**src/rtl/uart_pkg.sv**
```systemverilog
// Shared types and helpers for the parameterised UART receiver.
package uart_pkg;

    typedef enum logic [2:0] {
        IDLE,
        START,
        DATA,
        PARITY,
        STOP
    } state_t;

    typedef enum logic [1:0] {
        PAR_NONE = 2'b00,
        PAR_EVEN = 2'b01,
        PAR_ODD  = 2'b10,
        PAR_RSVD = 2'b11
    } parity_mode_t;

    function automatic logic majority3(input logic a, input logic b, input logic c);
        return (a & b) | (a & c) | (b & c);
    endfunction

endpackage

```
**src/rtl/uart_rx_param_if.sv**
```systemverilog
// Received-word handshake: the receiver holds a word plus status until the consumer takes it.
interface uart_rx_param_if #(
    parameter int DATA_BITS = 8
);
    logic                 rx_data_valid;
    logic                 rx_data_ready;
    logic [DATA_BITS-1:0] rx_data;
    logic                 parity_error;
    logic                 framing_error;
    logic                 break_detected;

    modport master (
        output rx_data_valid,
        output rx_data,
        output parity_error,
        output framing_error,
        output break_detected,
        input  rx_data_ready
    );

    modport slave (
        input  rx_data_valid,
        input  rx_data,
        input  parity_error,
        input  framing_error,
        input  break_detected,
        output rx_data_ready
    );
endinterface

```
**src/rtl/uart_rx_sync.sv**
```systemverilog
// Multi-flop synchroniser for the asynchronous serial line; resets to the idle (high) level.
module uart_rx_sync #(
    parameter int SYNC_STAGES = 2
) (
    input  logic clk,
    input  logic rst,
    input  logic sin,
    output logic sin_sync
);
    logic [SYNC_STAGES-1:0] sync_q;

    always_ff @(posedge clk) begin
        if (rst) begin
            sync_q <= '1;
        end else begin
            sync_q <= {sync_q[SYNC_STAGES-2:0], sin};
        end
    end

    assign sin_sync = sync_q[SYNC_STAGES-1];
endmodule

```
**src/rtl/uart_rx_param.sv**
```systemverilog
// Oversampling UART receiver: majority-voted bit sampling, optional parity, one/two stop bits,
// break detection and a single-word holding register with overrun reporting.
module uart_rx_param
    import uart_pkg::*;
#(
    parameter int DATA_BITS   = 8,
    parameter int OVERSAMPLE  = 16,
    parameter int SYNC_STAGES = 2
) (
    input  logic       clk,
    input  logic       rst,
    input  logic       sck_rising_edge,
    input  logic       sin,
    input  logic [1:0] parity_mode,
    input  logic       two_stop,
    output logic       busy,
    output logic       overrun,
    uart_rx_param_if.master rx_if
);
    localparam int TW = $clog2(OVERSAMPLE);
    localparam int BW = $clog2(DATA_BITS);
    localparam logic [TW-1:0] CNT_S0   = TW'(OVERSAMPLE / 2 - 1);
    localparam logic [TW-1:0] CNT_S1   = TW'(OVERSAMPLE / 2);
    localparam logic [TW-1:0] CNT_DEC  = TW'(OVERSAMPLE / 2 + 1);
    localparam logic [TW-1:0] CNT_END  = TW'(OVERSAMPLE - 1);
    localparam logic [BW-1:0] LAST_BIT = BW'(DATA_BITS - 1);

    logic sin_s;

    uart_rx_sync #(.SYNC_STAGES(SYNC_STAGES)) u_sync (
        .clk      (clk),
        .rst      (rst),
        .sin      (sin),
        .sin_sync (sin_s)
    );

    state_t               state_q, state_d;
    logic [TW-1:0]        tick_q, tick_d;
    logic [BW-1:0]        bit_q, bit_d;
    parity_mode_t         pmode_q, pmode_d;
    logic                 two_stop_q, two_stop_d;
    logic                 par_err_q, par_err_d;
    logic                 frm_err_q, frm_err_d;
    logic                 par_bit_q, par_bit_d;
    logic                 stop0_low_q, stop0_low_d;
    logic                 smp0_q, smp0_d, smp1_q, smp1_d;
    logic [DATA_BITS-1:0] shift_q, shift_d;

    logic                 valid_q, valid_d;
    logic [DATA_BITS-1:0] dout_q, dout_d;
    logic                 perr_out_q, perr_out_d;
    logic                 ferr_out_q, ferr_out_d;
    logic                 brk_out_q, brk_out_d;
    logic                 ovr_q, ovr_d;

    logic maj, at_s0, at_s1, at_dec, at_end, has_par, exp_par, last_stop;
    logic frame_done, done_ferr, done_brk, done_stop0_low;

    assign maj       = majority3(smp0_q, smp1_q, sin_s);
    assign at_s0     = (tick_q == CNT_S0);
    assign at_s1     = (tick_q == CNT_S1);
    assign at_dec    = (tick_q == CNT_DEC);
    assign at_end    = (tick_q == CNT_END);
    assign has_par   = (pmode_q == PAR_EVEN) || (pmode_q == PAR_ODD);
    assign exp_par   = (pmode_q == PAR_ODD) ? ~(^shift_q) : (^shift_q);
    assign last_stop = two_stop_q ? (bit_q == BW'(1)) : (bit_q == '0);

    // Completion status folds in the final stop sample, which is not yet registered.
    assign done_ferr      = frm_err_q | ~maj;
    assign done_stop0_low = (bit_q == '0) ? ~maj : stop0_low_q;
    assign done_brk       = (shift_q == '0) && !par_bit_q && done_stop0_low;

    always_ff @(posedge clk) begin
        if (rst) begin
            state_q     <= IDLE;
            tick_q      <= '0;
            bit_q       <= '0;
            pmode_q     <= PAR_NONE;
            two_stop_q  <= 1'b0;
            par_err_q   <= 1'b0;
            frm_err_q   <= 1'b0;
            par_bit_q   <= 1'b0;
            stop0_low_q <= 1'b0;
            valid_q     <= 1'b0;
            dout_q      <= '0;
            perr_out_q  <= 1'b0;
            ferr_out_q  <= 1'b0;
            brk_out_q   <= 1'b0;
            ovr_q       <= 1'b0;
        end else begin
            state_q     <= state_d;
            tick_q      <= tick_d;
            bit_q       <= bit_d;
            pmode_q     <= pmode_d;
            two_stop_q  <= two_stop_d;
            par_err_q   <= par_err_d;
            frm_err_q   <= frm_err_d;
            par_bit_q   <= par_bit_d;
            stop0_low_q <= stop0_low_d;
            valid_q     <= valid_d;
            dout_q      <= dout_d;
            perr_out_q  <= perr_out_d;
            ferr_out_q  <= ferr_out_d;
            brk_out_q   <= brk_out_d;
            ovr_q       <= ovr_d;
        end
    end

    // Sample and shift registers are always written before they are used in a frame.
    always_ff @(posedge clk) begin
        smp0_q  <= smp0_d;
        smp1_q  <= smp1_d;
        shift_q <= shift_d;
    end

    always_comb begin
        state_d     = state_q;
        tick_d      = tick_q;
        bit_d       = bit_q;
        pmode_d     = pmode_q;
        two_stop_d  = two_stop_q;
        par_err_d   = par_err_q;
        frm_err_d   = frm_err_q;
        par_bit_d   = par_bit_q;
        stop0_low_d = stop0_low_q;
        smp0_d      = smp0_q;
        smp1_d      = smp1_q;
        shift_d     = shift_q;
        frame_done  = 1'b0;

        if (sck_rising_edge) begin
            if (state_q != IDLE) begin
                tick_d = at_end ? '0 : tick_q + TW'(1);
                if (at_s0) smp0_d = sin_s;
                if (at_s1) smp1_d = sin_s;
            end
            unique case (state_q)
                IDLE: begin
                    if (!sin_s) begin
                        state_d     = START;
                        tick_d      = '0;
                        bit_d       = '0;
                        pmode_d     = parity_mode_t'(parity_mode);
                        two_stop_d  = two_stop;
                        par_err_d   = 1'b0;
                        frm_err_d   = 1'b0;
                        par_bit_d   = 1'b0;
                        stop0_low_d = 1'b0;
                    end
                end
                START: begin
                    if (at_dec && maj) begin
                        state_d = IDLE;
                        tick_d  = '0;
                    end else if (at_end) begin
                        state_d = DATA;
                    end
                end
                DATA: begin
                    if (at_dec) shift_d = {maj, shift_q[DATA_BITS-1:1]};
                    if (at_end) begin
                        if (bit_q == LAST_BIT) begin
                            bit_d   = '0;
                            state_d = has_par ? PARITY : STOP;
                        end else begin
                            bit_d = bit_q + BW'(1);
                        end
                    end
                end
                PARITY: begin
                    if (at_dec) begin
                        par_bit_d = maj;
                        par_err_d = (maj != exp_par);
                    end
                    if (at_end) state_d = STOP;
                end
                STOP: begin
                    if (at_dec) begin
                        frm_err_d   = done_ferr;
                        stop0_low_d = done_stop0_low;
                        if (last_stop) begin
                            frame_done = 1'b1;
                            state_d    = IDLE;
                            tick_d     = '0;
                        end
                    end else if (at_end) begin
                        bit_d = bit_q + BW'(1);
                    end
                end
                default: state_d = IDLE;
            endcase
        end
    end

    // Holding register: a completed frame loads unless a pending word is not being taken.
    always_comb begin
        valid_d    = valid_q;
        dout_d     = dout_q;
        perr_out_d = perr_out_q;
        ferr_out_d = ferr_out_q;
        brk_out_d  = brk_out_q;
        ovr_d      = 1'b0;
        if (frame_done && valid_q && !rx_if.rx_data_ready) begin
            ovr_d = 1'b1;
        end else if (frame_done) begin
            valid_d    = 1'b1;
            dout_d     = shift_q;
            perr_out_d = par_err_q;
            ferr_out_d = done_ferr;
            brk_out_d  = done_brk;
        end else if (valid_q && rx_if.rx_data_ready) begin
            valid_d = 1'b0;
        end
    end

    always_comb begin
        busy                 = (state_q != IDLE);
        overrun              = ovr_q;
        rx_if.rx_data_valid  = valid_q;
        rx_if.rx_data        = dout_q;
        rx_if.parity_error   = perr_out_q;
        rx_if.framing_error  = ferr_out_q;
        rx_if.break_detected = brk_out_q;
    end
endmodule

```
**src/flat_wrapper.sv**
```systemverilog
// flat-port wrapper written by rule: the top's interface ports become plain ports
module uart_rx_param_flat import uart_pkg::*;
#(
    parameter int DATA_BITS   = 8,
    parameter int OVERSAMPLE  = 16,
    parameter int SYNC_STAGES = 2
)
  (clk, rst, sck_rising_edge, sin, parity_mode, two_stop, busy, overrun, rx_if_rx_data_valid, rx_if_rx_data, rx_if_parity_error, rx_if_framing_error, rx_if_break_detected, rx_if_rx_data_ready);
  uart_rx_param_if #(.DATA_BITS(DATA_BITS)) rx_if_i ();
  input  logic clk;
  input  logic rst;
  input  logic sck_rising_edge;
  input  logic sin;
  input  logic [1:0] parity_mode;
  input  logic two_stop;
  output logic busy;
  output logic overrun;
  output wire logic [$bits(rx_if_i.rx_data_valid)-1:0] rx_if_rx_data_valid;
  output wire logic [$bits(rx_if_i.rx_data)-1:0] rx_if_rx_data;
  output wire logic [$bits(rx_if_i.parity_error)-1:0] rx_if_parity_error;
  output wire logic [$bits(rx_if_i.framing_error)-1:0] rx_if_framing_error;
  output wire logic [$bits(rx_if_i.break_detected)-1:0] rx_if_break_detected;
  input wire logic [$bits(rx_if_i.rx_data_ready)-1:0] rx_if_rx_data_ready;
  assign rx_if_rx_data_valid = rx_if_i.rx_data_valid;
  assign rx_if_rx_data = rx_if_i.rx_data;
  assign rx_if_parity_error = rx_if_i.parity_error;
  assign rx_if_framing_error = rx_if_i.framing_error;
  assign rx_if_break_detected = rx_if_i.break_detected;
  assign rx_if_i.rx_data_ready = rx_if_rx_data_ready;
  uart_rx_param #(.DATA_BITS(DATA_BITS), .OVERSAMPLE(OVERSAMPLE), .SYNC_STAGES(SYNC_STAGES)) u_core (.clk(clk), .rst(rst), .sck_rising_edge(sck_rising_edge), .sin(sin), .parity_mode(parity_mode), .two_stop(two_stop), .busy(busy), .overrun(overrun), .rx_if(rx_if_i));
endmodule
```
**config.mk**
```make
export PLATFORM = sky130hd
export DESIGN_NAME = uart_rx_param_flat
export DESIGN_NICKNAME = d
export VERILOG_FILES = /design/src/rtl/uart_pkg.sv /design/src/rtl/uart_rx_param_if.sv /design/src/rtl/uart_rx_sync.sv /design/src/rtl/uart_rx_param.sv /design/src/flat_wrapper.sv
export SDC_FILE = /design/constraint.sdc
export NUM_CORES = 1
export LEC_CHECK = 0
export CORE_UTILIZATION = 61
export DETAILED_ROUTE_END_ITERATION = 8
export PLACE_DENSITY = 0.92
export SYNTH_ARGS = -nofsm -noshare
export SYNTH_HDL_FRONTEND = slang
export SYNTH_SLANG_ARGS = --single-unit
```
**constraint.sdc**
```tcl
create_clock -name clk -period 4.7 [get_ports clk]
set_clock_uncertainty 0.2 [all_clocks]
set_input_delay 0.47 -clock clk [delete_from_list [all_inputs] [get_ports clk]]
set_output_delay 0.47 -clock clk [all_outputs]
set_load 0.02 [all_outputs]
```
After elaboration in Yosys (flattened, before gate mapping)
Cells that the tools add are included.
{"block": "word_totals", "in_bits": 8, "latchBits": 0, "ramBits": 0, "mem_count": 0, "register_bits": 42, "output_inout_bits": 14, "mem_bits_ro": 0, "elab_cells": 124}
{"block": "classes", "n_lt_le_gt_ge": 0, "bitwise_logic": 10, "muxes": 42, "shifts": 0, "n_mul": 0, "eq_ne": 23, "addsub": 2, "reduce_logical": 28, "div_mod_pow": 0}
{"cell": "$mux 3", "count": 14}
{"cell": "$mux 4", "count": 6}
{"cell": "$mux 1", "count": 15}
{"cell": "$pmux 3 s5", "count": 1}
{"cell": "$ne 2x1->1 const B", "count": 7}
{"cell": "$eq 4x4->1 const B", "count": 3}
{"cell": "$pmux 4 s3", "count": 1}
{"cell": "$reduce_and 3->1", "count": 4}
{"cell": "$pmux 3 s3", "count": 1}
{"cell": "$logic_not 8->1", "count": 1}
{"cell": "$pmux 1 s2", "count": 4}
{"cell": "$reduce_and 4->1", "count": 2}
{"cell": "$reduce_and 8->1", "count": 1}
{"cell": "$reduce_xor 8->1", "count": 1}
{"cell": "$eq 3x1->1 const B", "count": 2}
{"cell": "$eq 3x2->1 const B", "count": 2}
{"cell": "$eq 3x3->1 const B", "count": 2}
{"cell": "$logic_and 1x1->1", "count": 6}
{"cell": "$logic_not 3->1", "count": 2}
{"cell": "$reduce_and 6->1", "count": 1}
{"cell": "$reduce_bool 2->1", "count": 3}
{"cell": "$reduce_bool 3->1", "count": 2}
{"cell": "$add 4x1->4 const B", "count": 1}
{"cell": "$eq 4x3->1 const B", "count": 1}
{"cell": "12 further kinds", "count": 22}

Logic depth before layout (Yosys ltp)
Gate-level depths: netlist of the first run.
{"block": "logic_depth", "depth_word": 10, "mapped_depth": 7, "ltp_nobuf": 6}

Hierarchy
Synthesis of the first run repeated with hierarchy kept, for this count alone.
{"block": "hier_totals", "cells_unflattened": 236, "area_unflattened_um2": 2294.7}
{"mod": "uart_rx_param", "seq_area_each_um2": 900.9, "instances": 1, "area_per_inst_um2": 2242.2, "cells_each": 232}
{"mod": "uart_rx_sync", "seq_area_each_um2": 40.0, "instances": 1, "area_per_inst_um2": 52.6, "cells_each": 4}

Worst setup path before layout of the first run
Ideal clock, no wire load.
{"block": "synth_timing", "kind": "register to register", "from": "register u_core.tick_q[1]", "to": "register u_core.state_q[0]", "path_stages_with_launch": 8, "path_buffers": 1, "period_less_slack_ns": 2.087, "slack_ns": 2.613, "arrival_ns": 1.765, "setup_ns": 0.121, "t_required_ns": 4.379, "cell_sequence": "dfxtp_1 > inv_1 > ha_1 > and3b_1 > buf_2 > a311o_2 > and3_4 > mux2_4"}
{"block": "synth_via", "elab_chain_len": 4, "elab_cells_between_ends": 10, "classes_between": "eq/ne: 6; mux: 2; reduce/logical: 2"}
{"item": "start, declared", "line_no": "uart_rx_param.sv:38", "text": "logic [TW-1:0] tick_q, tick_d;"}
{"item": "start signal, assigned", "line_no": "uart_rx_param.sv:92", "text": "tick_q <= tick_d;"}
{"item": "$eq 4x4->1", "line_no": "uart_rx_param.sv:62", "text": "assign at_dec = (tick_q == CNT_DEC);"}
{"item": "$logic_and 1x1->1", "line_no": "uart_rx_param.sv:152", "text": "if (at_dec && maj) begin"}
{"item": "$ne 3x1->1 (no source line) / $mux 3 (equally long branches)"}
{"item": "$reduce_and 8->1 (no source line) / $pmux 3 s5 (equally long branches)"}
{"item": "end signal, assigned", "line_no": "uart_rx_param.sv:91", "text": "state_q <= state_d;"}
{"item": "end, declared", "line_no": "uart_rx_param.sv:37", "text": "state_t state_q, state_d;"}
Several ways; a longest one is shown, not always the timed one.
A chain may end at the register's enable or synchronous reset.

Worst setup path after layout of the first run
{"block": "layout_timing", "from": "register u_core.state_q[0]", "to": "output busy"}
{"block": "layout_via", "elab_chain_len": 1}
{"item": "$reduce_bool 3->1", "line_no": "uart_rx_param.sv:217", "text": "busy = (state_q != IDLE);"}
{"item": "end, declared", "line_no": "flat_wrapper.sv:16", "text": "output logic busy;"}
No other way between the ends.

==> results of run 1 <==
## sequential cells by signal, indices dropped and copies added (netlist names), 2 cells and up
register,cells
u_core.rx_if.rx_data,8
u_core.tick_q,4
u_core.bit_q,3
u_core.shift_q,8
u_core.u_sync.sync_q,2
u_core.pmode_q,2
u_core.state_q,3
## metal layers
metal,vias up,global-route usage (%)
met1,755,32.5
met4,0,6.69
met2,55,35.6
li1,844,-
met5,-,0
met3,7,5.51
## kinds of logic after synthesis
group	share of synthesized area, %
muxes	8.23
AOI/OAI and AO/OA	12.2
DFF	42.7
xor gates and xnor gates	2.61
adders and majority gates	7.84
and+or+nand+nor	20.0
buffers and inverters	6.47
## how the worst min path moves through the flow
stage,start,endpoint,slack [ns],cells after the start
after detailed placement,u_core.u_sync.sync_q[0],u_core.u_sync.sync_q[1],0.20,1
after global placement,u_core.u_sync.sync_q[0],u_core.u_sync.sync_q[1],0.19,1
after CTS,u_core.u_sync.sync_q[0],u_core.u_sync.sync_q[1],0.23,1
final,u_core.u_sync.sync_q[0],u_core.u_sync.sync_q[1],0.23,1
after global routing,u_core.u_sync.sync_q[0],u_core.u_sync.sync_q[1],0.25,1
after floorplan,u_core.u_sync.sync_q[0],u_core.u_sync.sync_q[1],0.19,1
## through the flow
stage | std cells | area [um^2] | setup slack (ns) | power (W)
after floorplan | 228 | 2200 | 2.61 | 0.000413
after global placement | 282 | 2420 | 2.00 | 0.000425
after detailed placement | 282 | 2420 | 1.96 | 0.000426
after CTS | 290 | 2480 | 2.09 | 0.000600
after global routing | 290 | 2480 | 1.97 | 0.000624
final | 290 | 2480 | 2.08 | 0.000597
## layout by cell type, fill, tap and decap left out, types with 3 or more instances in the layout
| master | instances |
|---|---|
| ha_1 | 12 |
| inv_1 | 22 |
| edfxtp_1 | 10 |
| nand3_1 | 5 |
| nand2b_1 | 4 |
| nor3b_1 | 4 |
| a21oi_1 | 12 |
| clkdlybuf4s50_1 | 21 |
| clkbuf_4 | 5 |
| dfxtp_1 | 32 |
| mux2i_1 | 14 |
| o21ai_0 | 8 |
| o311ai_0 | 3 |
| nor3_1 | 6 |
| nand4_1 | 8 |
| nand2_1 | 10 |
| nor2_1 | 17 |
## final cells by class
cell class	count	area share, %
inverter	22	3.33
multi-input combinational	150	45.2
timing repair buffer	22	8.79
clock inverter	3	0.859
tap	46	2.32
sequential	42	38.0
clock buffer	5	1.52
## power by group through the flow
stage | clock network, W | logic (W) | registers (W)
floorplan | 0 | 0.0000337 | 0.000379
global placement | 0 | 0.0000416 | 0.000384
detailed placement | 0 | 0.0000426 | 0.000384
CTS | 0.000182 | 0.0000428 | 0.000376
global route | 0.000200 | 0.0000471 | 0.000377
finish | 0.000178 | 0.0000431 | 0.000376
## critical path: stages, from the launching register on
cell	delay [ns]
dfxtp_1	0.70
nor3_2	0.13
inv_1	0.15
clkdlybuf4s50_1	0.62
==> metrics.yaml, run 1 <==
status: "completed"
insertion_delay_ns: 0.35
grt.overflow.total: 0
register_area_um2: 941
grt_antenna_before_repair: 0
dpl.hpwl_um: 2990
drv_cap: 0
vias: 1661
yosys-top-cells-area: "dfxtp_1, edfxtp_1, ha_1"
yosys.area.top_type: "dfxtp_1"
critPathLaunch: "u_core.state_q[0]"
min_path_type: "reg -> reg"
ctsHoldBuffers: 0
h-tree-depth: 2
core_region_area_mm2: 0.00339
synthDistinctLibCells: 53
ios: 22
period_share_pct: 55.7
p_leak_nw: 1.01
yosysWarnings: 0
relSlewSlack_pct: 30.3
pwr-share-clk_pct: 29.8
drive_gt1_share_pct: 10.7
r2r_cells: 5
root_buffer: "clkbuf_4"
post-route-util_pct: 73.1
drcViolationCount: 0
finalSetupTns_ns: 0
clock_sinks: 42
cellPowerDensity_mw_per_mm2: 241
synthCells: 228
critical_path_class: "reg -> out"
synth_edf_count: 10
setup_viol: 0
cp_max_fo: 19
timing.rr.start: "u_core.tick_q[0]"
synth-main-ff-cell: "dfxtp_1"
firstDrtPassIters: 4
ctsResizeCount: 0
viasPerCell: 5.73
postSynthAreaPerCell_um2: 9.66
die_y_um: 62.1
start_kind: "flop"
area_growth_pct: 12.4
cp-endpoint: "busy"
ff2ff_setup_slack_ns: 2.45
report.final.hold_viol_count: 0
synth_common_cells: "dfxtp_1, inv_1, nor2_1"
portBuffers: 21
multiInputGateArea_mm2: 0.00112
antenna_cells: 0
die_area_mm2: 0.00386
start_util_pct: 65.0
wl_met1_um: 1960
wl_met2_um: 1910
cts_buffer_depth: 2
grt_max_degree: 32
fillers: 237
comb_power_share_pct: 7.2
p_sw_w: 0.000147
intPower_w: 0.000449
top_layer: "met4"
yosys_register_bits: 42
synth_most_common_cell: "dfxtp_1"
tightest_slew_ns: 1.04
switching_share_pct: 24.7
yosysTopAreaCellShare_pct: 29.1
slew_violations: 0
cts_made_buffers: 5
end_kind: "primary output"
peakVddDrop_mv: 0.210
grt_pass1_wl_um: 7160
ys_seq_area_share_pct: 42.7
die_x_um: 62.1
routed_wl_um: 4140
mappedNetlistArea_mm2: 0.00220
critPathArrivalTime_ns: 1.95
synth_nets: 248
cts_tree: "yes"
ant_nets: 0
hold_ws_ns: 0.227
routabilityCongestion: 0.883
synthArstFlopShare_pct: 0
period_needed_ns: 2.62
wl_per_cell_um: 14.3
grt_pass1_vias: 1560
seqPwrFrac_pct: 63.0
required_ns: 4.03
fin_nets: 263
dr.first_iter.drc_count: 120
row_count: 21
timing.rr.end: "u_core.state_q[0]"
rsz0062_at_grt: "false"
grtUsageTotal_pct: 23.1
dr_wl_met3_um: 238
post-cts-setup-buffers: 0
path_clk_slew_ns: 0.12
fmaxAchievable_mhz: 382
Note: power is estimated with default switching activity, not from simulation.
==> run 2, diff against run 1 <==
CORE_UTILIZATION = 56   (was 61)
PLACE_DENSITY = 0.86   (was 0.92)
clock period = 2.55 ns   (was 4.7 ns; I/O delays follow)
==> run 2 against run 1 <==
Against the previous run:
- wire length up 5.2%
- setup slack lost 1.9 ns
- first-iteration DRC count fell by 14%
- clock-buffer cell count is 1 higher
- critical path depth did not move
- via count grew 3.4%
- sequential share of layout area fell by 1.1 points
- design area up 3.0%
- clock power up 140%
- global-route usage fell by 0.055 points
- cell count is 2.8% higher
- non-clock buffer count is 6 higher
- largest power group unchanged
- highest routed layer unchanged
==> metrics.yaml, run 2 (synthesis gave the netlist of run 1 again) <==
end_kind: "primary output"
routed_wl_um: 4360  # +5.2%
p_leak_nw: 1.05  # +4.3%
fillers: 302  # +27%
cpPeakStageDelay_ns: 0.69  # about the same
start_kind: "flop"
dp_cells: 290  # +2.8%
fmaxAchievable_mhz: 424
fin_nets: 269  # +2.3%
peakVddDrop_mv: 0.331  # +58%
row_count: 22  # +4.8%
insertion_delay_ns: 0.30  # -0.05 ns
area_growth_pct: 15.8
crit_path_top_delay_cell: "dfxtp_1"
critical_path_class: "reg -> out"
root_buffer: "clkbuf_8"
vias: 1718  # +3.4%
cellPowerDensity_mw_per_mm2: 471  # +95%
setup_viol: 0  # unchanged
dpl.hpwl_um: 3210  # +7.6%
grt_pass1_vias: 1608  # +3.1%
crit_buf_inv: 2  # unchanged
final_cells: 298  # +2.8%
rsz0062_at_grt: "false"
grt_pass1_wl_um: 7290  # +1.9%
drcViolationCount: 0  # unchanged
cts_made_buffers: 5  # unchanged
ctsHoldBuffers: 0  # unchanged
ctsResizeCount: 0  # unchanged
cts_buffer_depth: 2  # unchanged
mostFrequentLayoutCell: "dfxtp_1"
dr.first_iter.drc_count: 103  # -14%
final_cell_mix: "dfxtp_1, inv_1, clkdlybuf4s50_1"
period_needed_ns: 2.36
cts_tree: "yes"
firstDrtPassIters: 4  # unchanged
die_area_mm2: 0.00419  # +8.6%
cp_cell_sequence: "nor3_2, inv_1, clkdlybuf4s50_1"
routabilityCongestion: 0.923  # +4.5%
status: "completed"
h-tree-depth: 2  # unchanged
crit_family: "buffers and inverters"
required_ns: 2.10  # -1.93 ns
period_share_pct: 92.4
die_x_um: 64.7  # +4.2%
multiInputGateArea_mm2: 0.00112  # unchanged
relSlewSlack_pct: 53.4  # +23 points
drive_gt1_share_pct: 12.4  # +1.7 points
register_area_um2: 941  # unchanged
drv_cap: 0  # unchanged
cp_max_fo: 17  # -2
wl_per_cell_um: 14.6  # +2.3%
report.final.hold_viol_count: 0  # unchanged
critPathArrivalTime_ns: 1.90  # -0.05 ns
grt.overflow.total: 0  # unchanged
portBuffers: 21  # unchanged
core_region_area_mm2: 0.00372  # +9.6%
die_y_um: 64.7  # +4.2%
start_util_pct: 59.3  # -5.7 points
min_path_type: "reg -> reg"
path_clk_slew_ns: 0.08  # -0.04 ns
grtUsageTotal_pct: 23.1  # -0.055 points
clock_sinks: 42  # unchanged
ios: 22  # unchanged
grt_max_degree: 18  # -44%
ant_nets: 0  # unchanged
viasPerCell: 5.77  # +0.65%
slew_violations: 0  # unchanged
post-cts-setup-buffers: 0  # unchanged
grt_antenna_before_repair: 0  # unchanged
antenna_cells: 0  # unchanged
tightest_slew_ns: 0.690  # -0.352 ns
finalSetupTns_ns: 0  # unchanged
[run 2: cell types whose count changed in the layout (fill, tap and decap cells not counted), sizes merged]
cell,change
buf,+6
clkbuf,+1
clkinvlp,-1
[run 2: through the flow]
step / util, % / hold WS [ns] / setup slack [ns] / power (W) / cell area, um^2
global placement: 66.4 / 0.207 / 0.426 / 0.000793 / 2470
global route: 68.7 / 0.243 / 0.123 / 0.00124 / 2550
CTS: 68.7 / 0.229 / 0.214 / 0.00121 / 2550
floorplan: - / 0.159 / 0.463 / 0.000761 / 2200
detailed placement: 66.4 / 0.209 / 0.398 / 0.000794 / 2470
finish: 68.7 / 0.221 / 0.193 / 0.00120 / 2550
[run 2: report_power, final]
group	internal, W	switching, W	leakage [nW]
clock	0.000193	0.000229	0.0452
sequential	0.000682	0.00000788	0.348
combinational	0.0000437	0.0000461	0.661
total	0.000919	0.000283	1.05
[run 2: worst paths after layout]
check        depth (start not counted)  slack, ns                       to                     from
min reg2reg                          1       0.22  u_core.u_sync.sync_q[1]  u_core.u_sync.sync_q[0]
min                                  1       0.22  u_core.u_sync.sync_q[1]  u_core.u_sync.sync_q[0]
max reg2reg                          6       0.38        u_core.state_q[0]         u_core.tick_q[1]
max                                  3       0.19                     busy        u_core.state_q[2]
[run 2: cell type report]
| class | count | share of cell area [%] |
|---|---|---|
| clock buffer | 6 | 2.84 |
| clock inverter | 2 | 0.539 |
| inverter | 22 | 3.24 |
| multi-input combinational | 150 | 43.9 |
| sequential | 42 | 36.9 |
| tap | 48 | 2.35 |
| timing repair buffer | 28 | 10.3 |
[run 2: layer usage]
layer	part of all wire [%]	wire, um	up-vias	GRT usage, %
li1	-	-	862	-
met1	46	2010	806	28.3
met2	48	2070	37	38.2
met3	3.4	147	13	4.75
met4	3.0	129	0	11.4
met5	0	0	-	0
==> run 3, diff against run 2 <==
CORE_ASPECT_RATIO = 1.75   (was unset)
CTS_CLUSTER_SIZE = 16   (was unset)
GPL_ROUTABILITY_DRIVEN = 0   (was unset)
==> run 3 against run 2 <==
Against the previous run:
- register-to-register slack about the same
- via count increased by 2.9%
- total power decreased by 0.84%
- global-route usage grew 1.3 points
- design area decreased by 0.15%
- sequential cell count unchanged
- worst hold slack worse by 0.0081 ns
- cell count decreased by 0.67%
- sequential share of layout area increased by 0.054 points
- critical path type unchanged
- largest cell class unchanged
- highest routed layer unchanged
==> metrics.yaml, run 3 (synthesis gave the netlist of run 1 again) <==
timing.rr.end: "u_core.state_q[0]"
area_growth_pct: 15.7
root_buffer: "clkbuf_8"
status: "completed"
final_cell_mix: "dfxtp_1, inv_1, clkdlybuf4s50_1"
finalSetupTns_ns: 0  # unchanged
required_ns: 2.10  # about the same
seqPwrFrac_pct: 57.9  # +0.5 points
post-route-util_pct: 68.9  # +0.18 points
portBuffers: 21  # unchanged
mostFrequentLayoutCell: "dfxtp_1"
dr.first_iter.drc_count: 61  # -41%
switching_share_pct: 23.4  # -0.17 points
cts_tree: "yes"
crit_path_top_delay_cell: "dfxtp_1"
period_share_pct: 90.9  # -1.5 points
rsz0062_at_grt: "false"
register_area_um2: 941  # unchanged
wl_per_cell_um: 15.4  # +5.5%
grt_max_degree: 19  # +1
r2r_cells: 6  # unchanged
viasPerCell: 5.97  # +3.6%
start_util_pct: 59.5  # +0.24 points
slew_violations: 0  # unchanged
p_sw_w: 0.000278  # -1.6%
fillers: 305  # +0.99%
critPathArrivalTime_ns: 1.86  # -0.04 ns
p_leak_nw: 1.05  # -0.34%
die_x_um: 49.4  # -24%
report.final.hold_viol_count: 0  # unchanged
cp_max_fo: 17  # unchanged
die_area_mm2: 0.00420  # +0.24%
die_y_um: 85.0  # +31%
drcViolationCount: 0  # unchanged
vias: 1768  # +2.9%
hold_ws_ns: 0.213  # -0.00814 ns
multiInputGateArea_mm2: 0.00112  # unchanged
cellPowerDensity_mw_per_mm2: 467  # -0.70%
row_count: 29  # +32%
dp_cells: 288  # -0.69%
antenna_cells: 0  # unchanged
tightest_slew_ns: 0.776  # +0.0855 ns
clock_sinks: 42  # unchanged
critical_path_class: "reg -> out"
core_region_area_mm2: 0.00370  # -0.40%
grtUsageTotal_pct: 24.3  # +1.3 points
hp-start: "u_core.u_sync.sync_q[0]"
fmaxAchievable_mhz: 431  # +1.7%
hold_depth: 1  # unchanged
h-tree-depth: 2  # unchanged
routed_wl_um: 4570  # +4.8%
min_path_type: "reg -> reg"
period_needed_ns: 2.32  # -0.0391 ns
pwr-share-clk_pct: 34.5  # -0.6 points
drive_gt1_share_pct: 12.4  # unchanged
grt_pass1_vias: 1700  # +5.7%
comb_power_share_pct: 7.7  # +0.2 points
ctsHoldBuffers: 0  # unchanged
post-cts-setup-buffers: 0  # unchanged
ios: 22  # unchanged
insertion_delay_ns: 0.29  # about the same
timing.rr.start: "u_core.tick_q[1]"
peakVddDrop_mv: 0.516  # +56%
final_cells: 296  # -0.67%
dpl.hpwl_um: 3400  # +6.0%
grt.overflow.total: 0  # unchanged
setup_viol: 0  # unchanged
cts_buffer_depth: 2  # unchanged
firstDrtPassIters: 5  # +1
path_clk_slew_ns: 0.08  # about the same
fin_nets: 269  # unchanged
relSlewSlack_pct: 47.6  # -5.8 points
cp_cell_sequence: "nor3_2, inv_1, clkdlybuf4s50_1"
drv_cap: 0  # unchanged
whs_endpoint: "u_core.u_sync.sync_q[1]"
cts_made_buffers: 5  # unchanged
grt_antenna_before_repair: 0  # unchanged
end_kind: "primary output"
start_kind: "flop"
grt_pass1_wl_um: 7680  # +5.3%
cpPeakStageDelay_ns: 0.66  # -0.03 ns
ctsResizeCount: 0  # unchanged
intPower_w: 0.000913  # -0.63%
ff2ff_setup_slack_ns: 0.37  # about the same
ant_nets: 0  # unchanged
## run 3: how the worst max path moves through the flow
| stage | start | end | slack (ns) | cells after the start |
|---|---|---|---|---|
| 6_report | u_core.state_q[2] | busy | 0.23 | 3 |
| 3_3_place_gp | sck_rising_edge | u_core.tick_q[2] | 0.38 | 6 |
| 5_1_grt | u_core.state_q[2] | busy | 0.15 | 3 |
| 3_5_place_dp | sck_rising_edge | u_core.tick_q[2] | 0.37 | 6 |
| 4_1_cts | u_core.state_q[2] | busy | 0.25 | 3 |
| 2_1_floorplan | u_core.tick_q[1] | u_core.state_q[0] | 0.46 | 7 |
## run 3: metal layers
| layer | routed length, um | GRT usage (%) | part of all wire (%) |
|---|---|---|---|
| met1 | 1740 | 24.8 | 38 |
| met2 | 2440 | 44.1 | 53 |
| met3 | 181 | 4.12 | 4.0 |
| met4 | 201 | 16.4 | 4.4 |
| met5 | 0 | 0 | 0 |
## run 3: worst max-delay path: cells and delay by family (launching register included)
family | cells | cell delay, ns
flops | 1 | 0.66
simple gates | 1 | 0.13
buf+inv | 2 | 0.78
## run 3: area by class of cell
| class | count | area share, % |
|---|---|---|
| Tap cell | 46 | 2.26 |
| Clock buffer | 5 | 2.70 |
| Timing Repair Buffer | 28 | 10.3 |
| Sequential cell | 42 | 36.9 |
| Inverter | 22 | 3.24 |
| Clock inverter | 3 | 0.638 |
| Multi-Input combinational cell | 150 | 43.9 |
## run 3: power groups by stage
stage                     combinational, W  clock, W  sequential [W]
after global placement           0.0000890         0        0.000705
after floorplan                  0.0000621         0        0.000699
after CTS                        0.0000906  0.000426        0.000689
after detailed placement         0.0000899         0        0.000704
final                            0.0000913  0.000411        0.000689
after global routing             0.0000987  0.000457        0.000690
## run 3: metrics by stage
stage,area [um^2],setup slack (ns),power [W]
after CTS,2550,0.253,0.00121
final,2550,0.232,0.00119
after detailed placement,2460,0.372,0.000794
after global routing,2550,0.149,0.00125
after global placement,2460,0.381,0.000794
after floorplan,2200,0.463,0.000761
